--- src/rtl/limn2600_pkg.sv ---
// Shared types for the Limn2600 memory adapter: access size encoding,
// adapter FSM states and the alignment rule used at request accept.
package limn2600_pkg;

  typedef enum logic [1:0] {
    SIZE_BYTE = 2'b00,
    SIZE_HALF = 2'b01,
    SIZE_WORD = 2'b10,
    SIZE_ILL  = 2'b11
  } size_e;

  typedef enum logic [2:0] {
    IDLE,
    RD,
    RMW_RD,
    RMW_WR,
    WR,
    RESP
  } state_e;

  // A request is rejected without touching memory when its address is not
  // naturally aligned for its size, or when the size code is the illegal one.
  function automatic logic isMisaligned(input size_e size, input logic [1:0] lane);
    logic bad;
    case (size)
      SIZE_BYTE: bad = 1'b0;
      SIZE_HALF: bad = lane[0];
      SIZE_WORD: bad = (lane != 2'b00);
      default:   bad = 1'b1;
    endcase
    return bad;
  endfunction

endpackage

--- src/rtl/limn2600_lane_merge.sv ---
// Little-endian lane handling: pulls the addressed byte/half out of a memory
// word (zero-extended) and merges store data into the addressed lanes.
module limn2600_lane_merge
  import limn2600_pkg::*;
(
  input  logic [31:0] word,
  input  logic [31:0] wdata,
  input  logic [1:0]  addr,
  input  size_e       size,
  output logic [31:0] extracted,
  output logic [31:0] merged
);

  // Lanes not covered by the access keep the original memory contents.
  always_comb begin
    extracted = '0;
    merged    = word;
    case (size)
      SIZE_BYTE: begin
        extracted[7:0]                = word[{addr, 3'b000} +: 8];
        merged[{addr, 3'b000} +: 8]   = wdata[7:0];
      end
      SIZE_HALF: begin
        extracted[15:0]                  = word[{addr[1], 4'b0000} +: 16];
        merged[{addr[1], 4'b0000} +: 16] = wdata[15:0];
      end
      SIZE_WORD: begin
        extracted = word;
        merged    = wdata;
      end
      default: begin
        extracted = '0;
        merged    = word;
      end
    endcase
  end

endmodule

--- src/rtl/limn2600_mem_adapter.sv ---
// CPU-to-SRAM adapter: turns byte/half/word loads and stores into word
// accesses, using read-modify-write for sub-word stores, with a per-access
// ready timeout. All outputs are registered.
module limn2600_mem_adapter
  import limn2600_pkg::*;
#(
  parameter int TIMEOUT_CYCLES = 16
) (
  input  logic        clk,
  input  logic        rst,
  input  logic        req_valid,
  output logic        req_ready,
  input  logic        req_we,
  input  logic [1:0]  req_size,
  input  logic [31:0] req_addr,
  input  logic [31:0] req_wdata,
  output logic        rsp_valid,
  output logic [31:0] rsp_rdata,
  output logic        rsp_err,
  output logic        mem_cs,
  output logic        mem_we,
  output logic [31:0] mem_addr,
  output logic [31:0] mem_wdata,
  input  logic        mem_rdy,
  input  logic [31:0] mem_rdata
);

  localparam int TimerW = $clog2(TIMEOUT_CYCLES + 1);
  localparam logic [TimerW-1:0] TimerLast = TimerW'(TIMEOUT_CYCLES - 1);

  state_e            r_state, w_nextState;
  logic              r_reqReady, w_reqReady;
  logic              r_memCs, w_memCs;
  logic              r_memWe, w_memWe;
  logic [31:0]       r_memAddr, w_memAddr;
  logic [31:0]       r_memWdata, w_memWdata;
  logic              r_rspValid, w_rspValid;
  logic [31:0]       r_rspRdata, w_rspRdata;
  logic              r_rspErr, w_rspErr;
  logic [TimerW-1:0] r_timer, w_timer;
  size_e             r_size, w_size;
  logic [1:0]        r_lane, w_lane;
  logic [31:0]       r_wdata, w_wdata;
  logic [31:0]       r_word, w_word;
  logic              r_err, w_err;
  logic              r_issued, w_issued;
  logic [31:0]       w_extracted;
  logic [31:0]       w_merged;

  limn2600_lane_merge u_laneMerge (
    .word      (mem_rdata),
    .wdata     (r_wdata),
    .addr      (r_lane),
    .size      (r_size),
    .extracted (w_extracted),
    .merged    (w_merged)
  );

  // Next-state and next-output logic; everything holds unless a state says otherwise.
  always_comb begin
    w_nextState = r_state;
    w_memCs     = 1'b0;
    w_memWe     = r_memWe;
    w_memAddr   = r_memAddr;
    w_memWdata  = r_memWdata;
    w_rspValid  = 1'b0;
    w_rspRdata  = '0;
    w_rspErr    = 1'b0;
    w_timer     = r_timer;
    w_size      = r_size;
    w_lane      = r_lane;
    w_wdata     = r_wdata;
    w_word      = r_word;
    w_err       = r_err;
    w_issued    = r_issued;
    case (r_state)
      IDLE: begin
        if (req_valid && r_reqReady) begin
          w_size    = size_e'(req_size);
          w_lane    = req_addr[1:0];
          w_wdata   = req_wdata;
          w_memAddr = {req_addr[31:2], 2'b00};
          w_timer   = '0;
          w_err     = 1'b0;
          w_word    = '0;
          w_issued  = 1'b0;
          if (isMisaligned(size_e'(req_size), req_addr[1:0])) begin
            w_nextState = RESP;
            w_err       = 1'b1;
          end else if (!req_we) begin
            w_nextState = RD;
            w_memCs     = 1'b1;
            w_memWe     = 1'b0;
          end else if (size_e'(req_size) == SIZE_WORD) begin
            w_nextState = WR;
            w_memCs     = 1'b1;
            w_memWe     = 1'b1;
            w_memWdata  = req_wdata;
          end else begin
            w_nextState = RMW_RD;
            w_memCs     = 1'b1;
            w_memWe     = 1'b0;
          end
        end
      end
      RD, RMW_RD, WR: begin
        if (mem_rdy) begin
          if (r_state == RD) begin
            w_word      = w_extracted;
            w_nextState = RESP;
          end else if (r_state == RMW_RD) begin
            w_word      = w_merged;
            w_issued    = 1'b0;
            w_nextState = RMW_WR;
          end else begin
            w_word      = '0;
            w_nextState = RESP;
          end
        end else if (r_timer == TimerLast) begin
          w_err       = 1'b1;
          w_word      = '0;
          w_nextState = RESP;
        end else begin
          w_timer = r_timer + TimerW'(1);
        end
      end
      RMW_WR: begin
        if (!r_issued) begin
          w_memCs    = 1'b1;
          w_memWe    = 1'b1;
          w_memWdata = r_word;
          w_timer    = '0;
          w_issued   = 1'b1;
        end else if (mem_rdy) begin
          w_word      = '0;
          w_nextState = RESP;
        end else if (r_timer == TimerLast) begin
          w_err       = 1'b1;
          w_word      = '0;
          w_nextState = RESP;
        end else begin
          w_timer = r_timer + TimerW'(1);
        end
      end
      RESP: begin
        w_rspValid  = 1'b1;
        w_rspRdata  = r_word;
        w_rspErr    = r_err;
        w_err       = 1'b0;
        w_nextState = IDLE;
      end
      default: begin
        w_nextState = IDLE;
      end
    endcase
    w_reqReady = (w_nextState == IDLE);
  end

  // State and registered-output update; reset abandons any request in flight.
  always_ff @(posedge clk or negedge rst) begin
    if (!rst) begin
      r_state    <= IDLE;
      r_reqReady <= 1'b0;
      r_memCs    <= 1'b0;
      r_memWe    <= 1'b0;
      r_memAddr  <= '0;
      r_memWdata <= '0;
      r_rspValid <= 1'b0;
      r_rspRdata <= '0;
      r_rspErr   <= 1'b0;
      r_timer    <= '0;
      r_size     <= SIZE_BYTE;
      r_lane     <= '0;
      r_wdata    <= '0;
      r_word     <= '0;
      r_err      <= 1'b0;
      r_issued   <= 1'b0;
    end else begin
      r_state    <= w_nextState;
      r_reqReady <= w_reqReady;
      r_memCs    <= w_memCs;
      r_memWe    <= w_memWe;
      r_memAddr  <= w_memAddr;
      r_memWdata <= w_memWdata;
      r_rspValid <= w_rspValid;
      r_rspRdata <= w_rspRdata;
      r_rspErr   <= w_rspErr;
      r_timer    <= w_timer;
      r_size     <= w_size;
      r_lane     <= w_lane;
      r_wdata    <= w_wdata;
      r_word     <= w_word;
      r_err      <= w_err;
      r_issued   <= w_issued;
    end
  end

  assign req_ready = r_reqReady;
  assign mem_cs    = r_memCs;
  assign mem_we    = r_memWe;
  assign mem_addr  = r_memAddr;
  assign mem_wdata = r_memWdata;
  assign rsp_valid = r_rspValid;
  assign rsp_rdata = r_rspRdata;
  assign rsp_err   = r_rspErr;

endmodule

--- config.mk ---
export PLATFORM = sky130hd
export DESIGN_NAME = limn2600_mem_adapter
export DESIGN_NICKNAME = d
export VERILOG_FILES = /design/src/rtl/limn2600_pkg.sv /design/src/rtl/limn2600_lane_merge.sv /design/src/rtl/limn2600_mem_adapter.sv
export SDC_FILE = /design/constraint.sdc
export NUM_CORES = 1
export LEC_CHECK = 0
export CORE_AREA = 5 5 118 165
export DETAILED_ROUTE_END_ITERATION = 8
export DIE_AREA = 0 0 123 170
export HOLD_SLACK_MARGIN = 0.08
export PLACE_DENSITY_LB_ADDON = 0.3
export SYNTH_ARGS = -nofsm -noshare
export SYNTH_HDL_FRONTEND = slang
export SYNTH_HIERARCHICAL = 1
export SYNTH_SLANG_ARGS = --single-unit
--- constraint.sdc ---
create_clock -name clk -period 3.3 [get_ports clk]
set_input_delay 0.33 -clock clk [delete_from_list [all_inputs] [get_ports clk]]
set_output_delay 0.33 -clock clk [all_outputs]
set_load 0.01 [all_outputs]
==> results of run 1 <==
critical path: stages, from the launching register on:
cell,delay [ps]
dfrtp_1,550
inv_1,170
ha_1,290
or4b_4,580
o32ai_4,500
a221o_1,230
a221oi_1,70
nor2_1,140
o22a_1,160
final cells by class:
type | instances | area share
Clock buffer | 18 | 0.03705
Multi-Input combinational cell | 658 | 0.3446
Timing Repair Buffer | 225 | 0.1906
Tap cell | 240 | 0.02592
Clock inverter | 14 | 0.01296
Inverter | 20 | 0.006481
Sequential cell | 177 | 0.3824
cell families after synthesis:
family	share of synthesized area
and+or+nand+nor	0.2068
AOI/OAI and AO/OA	0.1847
DFF	0.5092
buffers and inverters	0.03625
muxes	0.04718
adders and majority gates	0.01438
other	0.0004311
xor gates and xnor gates	0.001007
cell usage after synthesis (2+ instances only):
library cell and count:
a22o_1 8, nand2b_1 3, a221o_1 34, a31oi_1 3, o22a_1 32, a221oi_1 32, nor3_1 12, a32o_1 8
nand3b_1 4, nand4bb_1 2, o21ai_0 46, nand2_1 250, ha_1 10, a21oi_1 6, buf_2 12, nor2b_1 5
a21o_1 3, clkinv_1 2, mux2i_1 41, or2_2 2, and2_0 2, o211ai_1 3, nand3_1 6, and2_1 62
nor2_1 46, a21boi_0 5, or3_1 2, inv_1 17, o2bb2ai_1 2, clkbuf_1 43, dfrtp_1 177, o21ai_1 5
a211o_1 2, buf_4 2
registers in the layout (all words and copies together), names as in the netlist, 2 cells and up:
name,flops
mem_wdata,32
r_wdata,32
r_word,32
rsp_rdata,32
mem_addr,30
r_timer,5
r_state,3
r_lane,2
r_size,2
report_power, final:
| part | internal (mW) | total (mW) | switching, mW | leakage, nW |
|---|---|---|---|---|
| logic | 2.22 | 4.68 | 2.46 | 2.96 |
| clock network | 1.07 | 2.00 | 0.928 | 0.277 |
| registers | 3.02 | 3.74 | 0.722 | 2.28 |
| total | 6.31 | 10.4 | 4.11 | 5.52 |
metrics by stage:
step                      hold WS (ps)  area [um2]  total power, mW  setup WS (ps)    util
final                            416.8       11580            10.42          544.8  0.6515
after global routing             402.2       11580            11.07          406.7  0.6515
after CTS                        396.5       11580            10.45          584.1  0.6515
after detailed placement         334.5       10990            8.415          623.6  0.6184
after global placement           328.2       10990            8.306          687.7  0.6184
after floorplan                  34.41        8702            6.312          970.5       -
routing by layer:
| layer | wire length (um) | track usage | part of all wire | up-vias |
|---|---|---|---|---|
| met5 | 0 | 0 | 0 | - |
| met4 | 825 | 0.09880 | 0.031 | 0 |
| li1 | - | - | - | 3568 |
| met2 | 13690 | 0.4475 | 0.51 | 325 |
| met3 | 1934 | 0.06117 | 0.072 | 52 |
| met1 | 10450 | 0.3269 | 0.39 | 3714 |
path summary, 6_finish.rpt:
path                              start            end  cells after the start
max reg2reg                   r_lane[0]     r_word[19]                      8
max in group asynchronous           rst   mem_addr[28]                      3
max                           r_lane[0]     r_word[19]                      8
min                                 rst  rsp_rdata[29]                      2
min in group clk           req_addr[29]   mem_addr[29]                      3
min reg2reg                mem_addr[14]   mem_addr[14]                      2
timing repair:
item	4_1_cts	5_1_grt
hold buffers	1	0
buffers inserted	0	0
hold endpoints to repair	57	0
==> flow_summary.json, run 1 <==
{
  "ys_types": 57,
  "hold_violations": 0,
  "pin_count": 204,
  "syn_avg_cell_area_um2": 9.538,
  "peakVddDrop_v": 0.0005038,
  "yosysTopAreaCell": "dfrtp_1",
  "die_x_um": 123,
  "first_pass_iters": 5,
  "fin_skew_ps": 10.20,
  "hold_path.class": "primary input to async pin",
  "drc": 0,
  "netlist_instances": 912,
  "grt.total_usage": 0.2638,
  "rsz0062_at_grt": "no",
  "hpwl_um": 19130,
  "rows": 58,
  "drive_gt1_frac": 0.06385,
  "worstSetupPathType": "flip-flop to flip-flop",
  "cts_resized": 0,
  "insertion_delay_ps": 440,
  "numClockSinks": 177,
  "fmax_mhz": 363.0,
  "cts_tree": "yes",
  "synth-async-reset-ratio": 1.000,
  "ant_nets": 0,
  "multiInputGateArea_um2": 3991,
  "design.core.area_um2": 17780,
  "drt-total-wl_um": 26900,
  "avgRoutedWirePerCell_um": 19.90,
  "netlist_area_um2": 8698,
  "layout.nets": 1212,
  "fin_cells": 1352,
  "antenna_found_initial": 0,
  "grt_start_max_net_pins": 83,
  "ys_warn_count": 6,
  "grt_pass1_wl_um": 42610,
  "end_kind": "flip-flop",
  "die_h_um": 170,
  "cts-root-buf": "clkbuf_16",
  "power.leakage_nw": 5.524,
  "htreeDepth": 4,
  "synth-seq-cells": 177,
  "grt.overflow.total": 0,
  "outcome": "finished, final reports clean",
  "synth_seq_area_share": 0.5092,
  "clk_pin_slew_ps": 70,
  "initialDrtViolationCount": 777,
  "power.density_nw_per_um2": 900.0,
  "vias_per_cell": 5.665,
  "worst_pin_slew_ps": 1082,
  "mostFrequentLayoutCell": "nand2_1",
  "synth_top_area_frac": 0.5092,
  "crit_arrival_ps": 3130,
  "r2r_slack_ps": 540,
  "gp_congestion": 1.008,
  "synth_edf_count": 0,
  "required_ps": 3670,
  "fin_crit_sh": 0.8349,
  "maxCapViolations": 0,
  "fin_tns_setup_ps": 0,
  "cp-start-kind": "flip-flop",
  "ff_latch_area_um2": 4429,
  "dp_cells": 1319,
  "cp_max_fo": 9,
  "die_area_um2": 20910,
  "fillCellCount": 1499,
  "vias": 7659,
  "start_util": 0.4892,
  "slew_headroom": 0.2788,
  "grt_pass1_vias": 7698,
  "yosys_most_used_dff": "dfrtp_1",
  "slew_viol_final": 0,
  "antenna_cells": 0,
  "synth.area.top_cells": "dfrtp_1, nand2_1, mux2i_1",
  "cts_buffers": 17,
  "cts.path.max_buffers": 2,
  "syn2layout_area_growth_pct": 33.17,
  "min_period_ps": 2755,
  "io_buffer_count": 201,
  "setup_violations": 0,
  "most-common-layout-cells": "nand2_1, clkdlybuf4s50_1, dfrtp_1, and2_1, o21ai_0"
}
Note: power is estimated with default switching activity, not from simulation.
==> inputs of run 2 (changes only) <==
- clock period: 3.3 -> 2.7 ns (I/O delays scaled with it)
==> flow_summary.json, run 2 (same netlist as run 1, synthesis figures left out) <==
{
  "outcome": "finished, final reports clean",
  "rsz0062_at_grt": "no",
  "io_buffer_count": 201,
  "cts.path.max_buffers": 2,
  "setup_violations": 0,
  "fmax_mhz": 393.4,
  "hold_path.class": "primary input to async pin",
  "antenna_found_initial": 2,
  "power.internal_mw": 8.039,
  "fin_crit_sh": 0.9415,
  "dpl-instance-area_um2": 11050,
  "r2r-end": "r_word[20]",
  "worst-path-buf-inv": 0,
  "worstSetupPathType": "flip-flop to flip-flop",
  "cp_top_family": "compound AO/OA/AOI/OAI gates",
  "gp_congestion": 0.9872,
  "p_total_mw": 13.05,
  "post_cts_buffers": 0,
  "grt_pass1_vias": 7856,
  "drive_gt1_frac": 0.07143,
  "vias": 7810,
  "mostFrequentLayoutCell": "nand2_1",
  "start_util": 0.4892,
  "grt.total_usage": 0.2664,
  "dp_cells": 1327,
  "insertion_delay_ps": 430,
  "avgRoutedWirePerCell_um": 19.97,
  "p_seq_frac": 0.347,
  "maxCapViolations": 0,
  "clk_pin_slew_ps": 70,
  "fin_skew_ps": 10.82,
  "worst_pin_slew_ps": 999.4,
  "drt-total-wl_um": 27170,
  "p_sw_mw": 5.013,
  "max_stage_delay_ps": 550,
  "hold_violations": 0,
  "cp_slowest_cell": "or4b_4",
  "numClockSinks": 177,
  "die_x_um": 123,
  "die_area_um2": 20910,
  "hold_ws_ps": 343.7,
  "required_ps": 3070,
  "peakVddDrop_v": 0.0005894,
  "pwr-share-clk": 0.206,
  "cp_max_fo": 8,
  "fin_tns_setup_ps": 0,
  "end_kind": "flip-flop",
  "fin_cells": 1361,
  "htreeDepth": 4,
  "first_pass_iters": 5,
  "r2r_slack_ps": 160,
  "drc": 0,
  "syn2layout_area_growth_pct": 34.65,
  "hpwl_um": 19670,
  "cts-root-buf": "clkbuf_16",
  "path_cells": "ha_1, or4b_4, o32ai_4, a221o_1, a221oi_1, nor2_1, o22a_1",
  "grt.overflow.total": 0,
  "design.core.area_um2": 17780,
  "min_period_ps": 2542,
  "power.leakage_nw": 5.597,
  "ff2ff_path_depth": 7,
  "vias_per_cell": 5.738,
  "power.density_nw_per_um2": 1114,
  "cts_tree": "yes",
  "switching_share": 0.3841,
  "grt_start_max_net_pins": 67,
  "pin_count": 204,
  "pre_cts_slack_ps": 184.4,
  "cp-start-kind": "flip-flop",
  "slew_headroom": 0.3338,
  "finalInstanceArea_um2": 11710,
  "ant_nets": 0,
  "layout.nets": 1220,
  "fin_util": 0.6588,
  "most-common-layout-cells": "nand2_1, clkdlybuf4s50_1, dfrtp_1, and2_1, o21ai_0",
  "crit_arrival_ps": 2910,
  "initialDrtViolationCount": 684,
  "r2r-start": "r_size[0]",
  "setup_ws_ps": 158.0,
  "die_h_um": 170,
  "cts_buffers": 17,
  "combPwrFrac": 0.447,
  "rows": 58,
  "grt_pass1_wl_um": 43010,
  "slew_viol_final": 0
}
==> run 2: changes by cell type in the layout (fill, tap and decap cells not counted) <==
cell and delta:
bufinv_16 +3, clkbuf_8 +1, nor2b_1 -1, buf_4 +8, diode_2 +1, inv_6 +1, inv_8 -3, nor2b_2 +1
clkinvlp_4 -2
==> run 2: layer usage <==
metal	vias up	track usage	share of wire
met4	2	0.1248	0.043
met1	3762	0.3232	0.38
li1	3583	-	-
met5	-	0	0.00048
met2	383	0.4442	0.50
met3	80	0.06582	0.082
==> run 2: power groups by stage <==
stage	Combinational (mW)	Sequential [mW]	Clock [mW]
after floorplan	3.17	4.54	0
after global placement	5.65	4.53	0
after detailed placement	5.77	4.56	0
after CTS	5.81	4.52	2.72
after global routing	6.33	4.65	2.86
final	5.83	4.54	2.69
==> run 2: area by class of cell <==
class                   instances  area [um2]
diodes                          1       2.502
clock buffers                  19       442.9
clock inverters                13       200.2
fillers                      1442        6067
inverters                      20       75.07
multi-input cells             658        3994
flip-flops and latches        177        4429
well taps                     240       300.3
repair buffers                233        2268
==> run 2: how the worst max path moves through the flow <==
stage | start | end | slack, ps | depth (start not counted)
6_report | r_size[0] | r_word[20] | 160 | 7
5_1_grt | r_size[1] | r_word[20] | 60 | 7
4_1_cts | r_size[0] | r_word[20] | 60 | 8
3_5_place_dp | r_size[0] | r_word[18] | 180 | 8
3_3_place_gp | r_size[0] | r_word[21] | 270 | 8
2_1_floorplan | r_lane[0] | r_word[16] | 370 | 8
==> run 2: worst reg2reg max path: cells and delay by family, from the launching register on <==
family	cells	cell delay, ps
flops	1	410
simple gates	2	730
fa+ha+maj	1	340
compound gates	4	1000
==> run 2: repair_timing <==
action,in CTS,in global routing
endpoints found under the setup margin,0,7
resized for setup,0,1
hold buffers,1,0
endpoints found under the hold margin,46,0
==> inputs of run 3 (changes only) <==
--- a/constraint.sdc
+++ b/constraint.sdc
@@ -3,2 +3,2 @@
 set_output_delay 0.27 -clock clk [all_outputs]
-set_load 0.01 [all_outputs]
+set_load 0.05 [all_outputs]
==> results of run 3 <==
The final DEF is identical to that of run 2. Status: finished, final reports clean.
Main changes from that run: total power 13.05 mW -> 14.67 mW; worst IR drop on VDD 0.0005894 V -> 0.0007616 V
